--- src/rtl/fetch_queue.sv ---
// -----------------------------------------------------------------------------
// fetch_queue
//
// Instruction fetch front end. It holds the fetch index, a write-loadable
// instruction memory and a small prefetch FIFO feeding decode through a
// valid/ready handshake. A PC-relative branch, taken against the head entry,
// flushes the FIFO and any read in flight, then restarts fetch at the target.
//
// Ports:
//   clk                      rising-edge clock
//   rst                      asynchronous reset, active-high
//   write_enable             memory write strobe
//   write_instruction_index  write address (low log2(MEM_DEPTH) bits used)
//   write_instruction        write data
//   branch_valid             redirect request, relative to the head entry
//   delta_i                  signed branch offset, in instructions
//   out_valid                head entry present
//   out_ready                decode accepts the head entry
//   out_instruction          head instruction, 0 when out_valid = 0
//   out_index                head instruction index, 0 when out_valid = 0
//   count                    FIFO occupancy
// -----------------------------------------------------------------------------
module fetch_queue #(
    parameter int INSTR_W     = 16,
    parameter int INDEX_W     = 32,
    parameter int MEM_DEPTH   = 256,
    parameter int QUEUE_DEPTH = 4,
    parameter logic [INDEX_W-1:0] RESET_INDEX = '0
) (
    input  logic                                clk,
    input  logic                                rst,
    input  logic                                write_enable,
    input  logic [INDEX_W-1:0]                  write_instruction_index,
    input  logic [INSTR_W-1:0]                  write_instruction,
    input  logic                                branch_valid,
    input  logic [INDEX_W-1:0]                  delta_i,
    output logic                                out_valid,
    input  logic                                out_ready,
    output logic [INSTR_W-1:0]                  out_instruction,
    output logic [INDEX_W-1:0]                  out_index,
    output logic [$clog2(QUEUE_DEPTH):0]        count
);

    localparam int ADDR_W = $clog2(MEM_DEPTH);
    localparam int PTR_W  = $clog2(QUEUE_DEPTH);
    localparam int CNT_W  = PTR_W + 1;
    localparam logic [CNT_W:0] DEPTH_V = (CNT_W + 1)'(QUEUE_DEPTH);

    // Instruction store and its registered read port.
    logic [INSTR_W-1:0] mem [MEM_DEPTH];
    logic [INSTR_W-1:0] rd_data_q;

    // Prefetch FIFO storage; only the pointers and occupancy are reset.
    logic [INSTR_W-1:0] fifo_instr [QUEUE_DEPTH];
    logic [INDEX_W-1:0] fifo_index [QUEUE_DEPTH];

    logic [INDEX_W-1:0] fetch_index_q, fetch_index_d;
    logic               inflight_q, inflight_d;
    logic [INDEX_W-1:0] inflight_index_q, inflight_index_d;
    logic [PTR_W-1:0]   head_q, head_d;
    logic [PTR_W-1:0]   tail_q, tail_d;
    logic [CNT_W-1:0]   count_q, count_d;

    logic               head_valid;
    logic               pop;
    logic               push;
    logic               issue;
    logic               take_branch;
    logic [CNT_W:0]     room_check;
    logic [INDEX_W-1:0] branch_target;
    logic [ADDR_W-1:0]  read_addr;
    logic [ADDR_W-1:0]  write_addr;
    logic               unused_addr_hi;

    assign read_addr  = fetch_index_q[ADDR_W-1:0];
    assign write_addr = write_instruction_index[ADDR_W-1:0];

    // Only the low address bits select a memory word; the rest are ignored.
    assign unused_addr_hi = ^write_instruction_index[INDEX_W-1:ADDR_W];

    // Handshake and control decode. Everything here depends on registered
    // state plus the decode-side inputs; nothing feeds back into the outputs.
    always_comb begin
        head_valid    = (count_q != '0);
        pop           = head_valid & out_ready;
        take_branch   = branch_valid & head_valid;
        branch_target = fifo_index[head_q] + delta_i;
        // Occupancy after this edge's pop, counting the read still in flight.
        // A new read is issued only while that leaves a slot free, which is
        // what lets a push always land without a full check.
        room_check    = {1'b0, count_q}
                      + {{CNT_W{1'b0}}, inflight_q}
                      - {{CNT_W{1'b0}}, pop};
        issue         = !take_branch && (room_check < DEPTH_V);
        push          = inflight_q && !take_branch;
    end

    // Next-state for fetch index, in-flight tracking and FIFO pointers.
    // A branch wins over push, pop and issue: the queue and the in-flight
    // read are dropped and fetch restarts at the target on the following edge.
    always_comb begin
        fetch_index_d    = fetch_index_q;
        inflight_d       = inflight_q;
        inflight_index_d = inflight_index_q;
        head_d           = head_q;
        tail_d           = tail_q;
        count_d          = count_q;

        if (take_branch) begin
            fetch_index_d = branch_target;
            inflight_d    = 1'b0;
            head_d        = '0;
            tail_d        = '0;
            count_d       = '0;
        end else begin
            inflight_d = issue;
            if (issue) begin
                fetch_index_d    = fetch_index_q + 1'b1;
                inflight_index_d = fetch_index_q;
            end
            if (push) begin
                tail_d = tail_q + 1'b1;
            end
            if (pop) begin
                head_d = head_q + 1'b1;
            end
            count_d = count_q + CNT_W'(push) - CNT_W'(pop);
        end
    end

    // Control state register; reset drops the queue and any read in flight.
    always_ff @(posedge clk or posedge rst) begin
        if (rst) begin
            fetch_index_q    <= RESET_INDEX;
            inflight_q       <= 1'b0;
            inflight_index_q <= '0;
            head_q           <= '0;
            tail_q           <= '0;
            count_q          <= '0;
        end else begin
            fetch_index_q    <= fetch_index_d;
            inflight_q       <= inflight_d;
            inflight_index_q <= inflight_index_d;
            head_q           <= head_d;
            tail_q           <= tail_d;
            count_q          <= count_d;
        end
    end

    // Memory write and read. Both use the old array contents on the same
    // edge, so a read of the address being written returns the old word.
    // The read data is captured at issue time, which also means a later
    // write never alters an entry that is already in flight.
    always_ff @(posedge clk) begin
        if (write_enable) begin
            mem[write_addr] <= write_instruction;
        end
        if (issue) begin
            rd_data_q <= mem[read_addr];
        end
    end

    // FIFO payload storage, written by the push of a completed read.
    always_ff @(posedge clk) begin
        if (push) begin
            fifo_instr[tail_q] <= rd_data_q;
            fifo_index[tail_q] <= inflight_index_q;
        end
    end

    assign out_valid       = head_valid;
    assign out_instruction = head_valid ? fifo_instr[head_q] : '0;
    assign out_index       = head_valid ? fifo_index[head_q] : '0;
    assign count           = count_q;

endmodule

--- config.mk ---
export PLATFORM = sky130hd
export DESIGN_NAME = fetch_queue
export DESIGN_NICKNAME = d
export VERILOG_FILES = /design/src/rtl/fetch_queue.sv
export SDC_FILE = /design/constraint.sdc
export NUM_CORES = 2
export LEC_CHECK = 0
export CORE_AREA = 2 2 588 590
export CTS_CLUSTER_DIAMETER = 50
export DETAILED_ROUTE_END_ITERATION = 12
export DIE_AREA = 0 0 590 592
export PLACE_DENSITY = 0.62
export SYNTH_ARGS = -nofsm -noshare
export SYNTH_HDL_FRONTEND = slang
export SYNTH_MEMORY_MAX_BITS = 65536
export SYNTH_SLANG_ARGS = --single-unit
--- constraint.sdc ---
create_clock -name clk -period 8.3 [get_ports clk]
set_input_delay 1.66 -clock clk [delete_from_list [all_inputs] [get_ports clk]]
set_output_delay 1.66 -clock clk [all_outputs]
set_load 0.1 [all_outputs]
==> flow_metrics.env <==
export IMPL_min_period_ps=5780
export IMPL_synthCells=8040
export IMPL_clock_skew_ps=76.3
export IMPL_grt_pass1_vias=84400
export IMPL_path_clk_slew_ps=60
export IMPL_power_density_mw_per_mm2=340
export IMPL_syn_avg_cell_area_um2=21.2
export IMPL_required_ps=6640
export IMPL_synth_fp_nets=8168
export IMPL_cts_htree_levels=5
export IMPL_finalNonFillerCells=13500
export IMPL_ys_seq_area_frac=0.768
export IMPL_clockBufferDepth=4
export IMPL_dp_hpwl_um=262000
export IMPL_drt_pass1_iter_count=6
export IMPL_synthFlopType="edfxtp_1"
export IMPL_cts_sinks=4376
export IMPL_rows=215
export IMPL_grt_total_usage=0.256
export IMPL_nNetsFinal=8624
export IMPL_crit_arrival_ps=4120
export IMPL_core_area_mm2=0.342
export IMPL_async_flop_share=0.0165
export IMPL_synth_enable_flop_cells=4304
export IMPL_critPathLaunchType="register"
export IMPL_yosys_warnings=0
export IMPL_fin_setup_tns_ps=0
export IMPL_path_class="reg2out"
export IMPL_first_iter_violations=11500
export IMPL_min_from="rd_data_q[3]"
export IMPL_violations="max-capacitance violations, max-slew violations"
export IMPL_cts_tree="yes"
export IMPL_ant_nets=0
export IMPL_drive_gt1_frac=0.244
export IMPL_crit_path_top_delay_cell="clkdlybuf4s50_1"
export IMPL_leakagePower_nw=61.4
export IMPL_cts_setup_buffers=0
export IMPL_cp_slowest_stage_delay_ps=970
export IMPL_reg2reg_from="fetch_index_q[0]"
export IMPL_worst_slew_pin_slew_ps=1540
export IMPL_ys_ff_latch=4376
export IMPL_cp_max_fo=27
export IMPL_routabilityCongestion=0.851
export IMPL_path_cells="buf_4, mux4_2, and2_1, clkdlybuf4s50_1"
export IMPL_die_h_um=592
export IMPL_min_period_over_period=0.697
export IMPL_antenna_found_initial=41
export IMPL_slew_headroom=-0.0522
export IMPL_hold_end="fifo_instr[1][3]"
export IMPL_netlist_area_mm2=0.171
export IMPL_cts_inserted_buffers=464
export IMPL_gr_total_overflow=0
export IMPL_fp_dieW_um=590
export IMPL_final_core_util=0.564
export IMPL_finalMaxSlewViolations=2
export IMPL_cts_resized_gates=0
export IMPL_status="complete, but fails checks"
export IMPL_setup_viol=0
export IMPL_grt_max_degree=181
export IMPL_holdBufCountCts=0
export IMPL_grt_setup_unrepaired="false"
export IMPL_insertion_delay_ps=1000
export IMPL_hold_viol=0
export IMPL_min_delay_path_depth=0
export IMPL_port_buffers=112
export IMPL_dieArea_mm2=0.349
export IMPL_synth_area_leaders="edfxtp_1 76%, mux4_2 13%, mux2i_1 2.3%, dfrtp_1 1.1%, nor2_1 0.78%"
export IMPL_initial_core_util=0.499
export IMPL_routed_via_density=6.34
export IMPL_yosysTopAreaCell="edfxtp_1"
export IMPL_min_path_type="reg2reg"
export IMPL_dp_slack_ps=2730
export IMPL_routed_wirelength_um=449000
export IMPL_vias=85400
export IMPL_synth_cell_types=78
export IMPL_rr_endpoint="rd_data_q[13]"
export IMPL_r2r_cells=8
export IMPL_fmax_mhz=173
export IMPL_dp_cells=12600
export IMPL_boundaryPins=137
export IMPL_drc=0
export IMPL_peakVddDrop_mv=0.259
export IMPL_drv_cap=1
export IMPL_grt_pass1_wl_um=636000
export IMPL_syn_to_final_growth_pct=13.2
export IMPL_fin_ws_ps=2520
export IMPL_p_total_mw=65.7
export IMPL_cts_root_buffer="clkbuf_16"
export IMPL_wl_per_cell_um=33.3
export IMPL_synth_top_area_frac=0.757
export IMPL_worst_r2r_setup_slack_ps=2590
export IMPL_endpoint_kind="primary output"
-- report_power, final --
| part | leakage (nW) | switching [mW] | internal, mW |
|---|---|---|---|
| clock | 7.26 | 8.58 | 11.7 |
| sequential | 39.6 | 0.650 | 24.8 |
| combinational | 14.6 | 12.5 | 7.36 |
| total | 61.4 | 21.7 | 43.9 |
-- stage by stage --
step | hold WS (ps) | area, µm²
floorplan | 459 | 171000
global placement | 471 | 178000
detailed placement | 489 | 178000
CTS | 488 | 193000
global route | 511 | 193000
finish | 503 | 193000
-- placed cells by master (no fill, tap or decap), types with 15 or more instances in the layout --
cell type / synthesis / final
nand2_1: 169 / 167
a211oi_1: 24 / 24
nor2b_1: 24 / 17
xnor2_1: 39 / 39
bufinv_16: 0 / 41
clkbuf_16: 0 / 469
o31ai_1: 17 / 16
a22oi_1: 168 / 168
ha_1: 41 / 41
nor3_1: 40 / 40
a21oi_1: 146 / 146
clkbuf_1: 192 / 106
nand3_1: 99 / 90
dfrtp_1: 72 / 62
buf_12: 4 / 27
clkinv_2: 0 / 63
a22o_1: 19 / 19
nor2_2: 0 / 80
and2_1: 59 / 58
diode_2: 0 / 15
edfxtp_1: 4304 / 4304
nor2_1: 355 / 272
o211ai_1: 17 / 17
xor2_1: 19 / 19
a221oi_1: 147 / 147
mux2i_1: 394 / 394
clkinvlp_4: 0 / 23
mux2_2: 58 / 58
inv_1: 24 / 22
nand4_1: 31 / 31
o21ai_0: 127 / 126
clkinv_1: 0 / 98
a221o_1: 30 / 30
a31oi_1: 22 / 21
buf_4: 52 / 323
mux4_2: 956 / 956
buf_8: 6 / 16
clkdlybuf4s50_1: 0 / 96
a21o_1: 15 / 15
-- cells in the mapped netlist (all sizes together), types with 8 or more instances --
| cell type | count |
|---|---|
| and3 | 17 |
| a22oi | 168 |
| nor3 | 40 |
| a21oi | 146 |
| a221o | 30 |
| and2 | 61 |
| xnor2 | 39 |
| nor2b | 24 |
| mux2i | 394 |
| nor2 | 355 |
| a21o | 15 |
| o21ai | 130 |
| inv | 25 |
| o211ai | 17 |
| o31ai | 17 |
| nand3 | 99 |
| mux4 | 956 |
| nand2 | 169 |
| ha | 41 |
| buf | 280 |
| nand4 | 31 |
| a211oi | 24 |
| dfrtp | 72 |
| mux2 | 58 |
| a22o | 19 |
| edfxtp | 4304 |
| o22ai | 13 |
| nand2b | 12 |
| clkbuf | 192 |
| o21a | 8 |
| a31oi | 22 |
| a221oi | 148 |
| xor2 | 19 |
-- critical path: cells and delay by family, from the launching register on --
| family | cells | cell delay (ps) |
|---|---|---|
| buffers and inverters | 2 | 1490 |
| and+or+nand+nor | 1 | 190 |
| DFF | 1 | 800 |
| muxes | 1 | 620 |
-- state kept, by name, indices dropped and copies added, names as in the netlist --
register and cells:
rd_data_q 16, fifo_index 128, count 3, inflight_index_q 32, fifo_instr 64, fetch_index_q 32
tail_q 2, mem 4096, inflight_q 1, head_q 2
-- final cells by class --
cell class	count	area [µm²]
inverters	25	105
diodes	15	37.5
repair buffers	462	4170
multi-input cells	3167	37200
clock inverters	277	2820
clock buffers	581	12200
fillers	25100	149000
flip-flops and latches	4376	131000
well taps	4557	5700
-- worst max-delay path by stage --
| stage | from | to | slack, ps | cells after the start |
|---|---|---|---|---|
| 2_1_floorplan | count[1] | out_index[22] | 3400 | 4 |
| 3_3_place_gp | write_instruction_index[0] | mem[73][15] | 2820 | 6 |
| 6_report | head_q[0] | out_index[1] | 2520 | 4 |
| 4_1_cts | head_q[0] | out_index[7] | 2330 | 4 |
| 3_5_place_dp | write_instruction_index[0] | mem[73][15] | 2730 | 6 |
| 5_1_grt | head_q[0] | out_instruction[12] | 2270 | 4 |
-- cell families (layout without fill, tap and decap cells) --
logic type                 Yosys count  in the layout  synth area share
AOI/OAI and AO/OA                  824            824            0.0342
DFF                               4376           4376             0.768
other                                0             15                 0
buffers and inverters              497           1345            0.0169
and+or+nand+nor                    834            834            0.0221
adders and majority gates           43             43           0.00324
muxes                             1408           1408             0.153
xor gates and xnor gates            58             58           0.00298
-- layer usage --
metal / up-vias / share of wire / track usage
met5: - / 0.00024 / 0
met4: 16 / 0.032 / 0.0813
met3: 716 / 0.092 / 0.0414
met2: 4273 / 0.48 / 0.405
met1: 45600 / 0.40 / 0.370
li1: 34800 / - / -
No activity file was read; power rests on OpenSTA's default activity.
==> RTL edit (same settings) <==
Make the reset (`rst`) synchronous in one clocked block. Comments in the files are not updated.
--- a/src/rtl/fetch_queue.sv
+++ b/src/rtl/fetch_queue.sv
@@ -130,5 +130,5 @@
 
     // Control state register; reset drops the queue and any read in flight.
-    always_ff @(posedge clk or posedge rst) begin
+    always_ff @(posedge clk) begin
         if (rst) begin
             fetch_index_q    <= RESET_INDEX;
Function: not settled (the Yosys comparison gave no result); the edit may change what the design does.
==> RTL edit against the original RTL <==
Total power shrank 6.4%. First-iteration DRC count down 6.9%. Largest power group unchanged. Clock skew fell by 0.037 ns. Sequential cell count is 2 higher. Sequential share of layout area decreased by 0.085 points. Wire length decreased by 1.6%. Via count is 2.7% lower. Area after synthesis fell by 0.26%. Final area shrank 0.12%. Setup slack better by 0.23 ns. Clock power rose by 2%.
==> RTL edit: results (changes against the original RTL) <==
* Worst R2R Start: fetch_index_q[0]$_SDFFE_PP0P_
* TritonCTS Buffers at 467 (+0.65%)
* Drt via density at 6.32 (-0.31%)
* Met3 WL at 39900 µm (-3.1%)
* Clk_skew at 0.0397 ns (-0.0366 ns)
* Metal-1 WL at 178000 µm (-1.2%)
* Mux cell area share after synthesis at 16.6% (+1.3 points)
* Layout cell share with drive strength beyond 1 at 26.7% (+2.3 points)
* Initial antenna violation count at 33 (-20%)
* CP arrival at 3.90 ns (-0.22 ns)
* Register area share after synthesis at 76.8% (about the same)
* Worst stage delay on the critical path at 1.15 ns (+0.18 ns)
* Fin Hold WS at 0.474 ns (-0.0288 ns)
* Worst Hold End: inflight_index_q[31]$_SDFFE_PP0P_
* DR WL met2 at 210000 µm (-1.4%)
* Total Routing Usage GR at 25.2% (-0.41 points)
* Rel. slew slack at 10.4% (+16 points)
* Hpwl dp at 255000 µm (-2.5%)
* CP endpoint: out_index[29]
* Lkg Pwr at 59.6 nW (-3.0%)
* Largest net degree at the start of global routing at 192 (+6.1%)
* Syn nets at 7861 (-3.8%)
* Outcome: completed
* Multi-input logic area at 37300 µm² (+0.38%)
* Top cells by count, synth: 4304 x edfxtp_1, 1136 x mux4_2, 356 x nor2_1, 266 x mux2i_1, 190 x clkbuf_1
* Final WL at 442000 µm (-1.6%)
* Worst min-delay path startpoint: fetch_index_q[31]$_SDFFE_PP0P_
* GRT met1 Usage at 36.3% (-0.71 points)
* Fillcell total at 25000 (-0.62%)
* Routing usage on met3 at 4.28% (+0.15 points)
* Placement Cell Area at 178000 µm² (-0.31%)
* R2R cell count at 9 (+1)
* First-pass GRT wire length at 624000 µm (-1.9%)
* Largest regs: mem (4096), fifo_index (128), fifo_instr (64)
* Count of cell types in the netlist at 75 (-3.8%)
* RD Place Congestion at 0.836 (-1.8%)
* XOR/XNOR Fraction of Synth Area at 0.303% (+0.0059 points)
* Worst reg-to-reg setup slack at 3.02 ns (+0.43 ns)
* Met2 Use GR at 40.3% (-0.19 points)
RTL edit: cell count changes after synthesis, sizes merged, moves of 64 or more:
cell,delta
a221oi,-64
a22oi,-135
dfrtp,-72
dfxtp,+74
mux2i,-128
mux4,+180
RTL edit: per-stage QoR:
stage | std cells | total power, mW
6_report | 13100 | 61.5
3_5_place_dp | 12300 | 41.2
3_3_place_gp | 12300 | 41.1
5_1_grt | 13100 | 63.3
4_1_cts | 13100 | 61.9
2_1_floorplan | 7733 | 35.4
RTL edit: cell families after synthesis:
family	count (synthesis)
flops	4378
mux	1407
simple gates	757
compound gates	621
buf+inv	468
xor+xnor	59
fa+ha+maj	43
RTL edit: report_power, final:
part,internal [mW],switching [mW]
registers,24.8,0.458
clock network,12.2,8.55
logic,5.82,9.66
total,42.8,18.7
RTL edit: final cells by class:
class	count	area share [%]
antenna	8	0.0104
clock buffer	588	6.43
clock inverter	280	1.52
inverter	25	0.0557
multi-input combinational	2887	19.3
sequential	4378	67.7
tap	4557	2.95
timing repair buffer	415	1.98
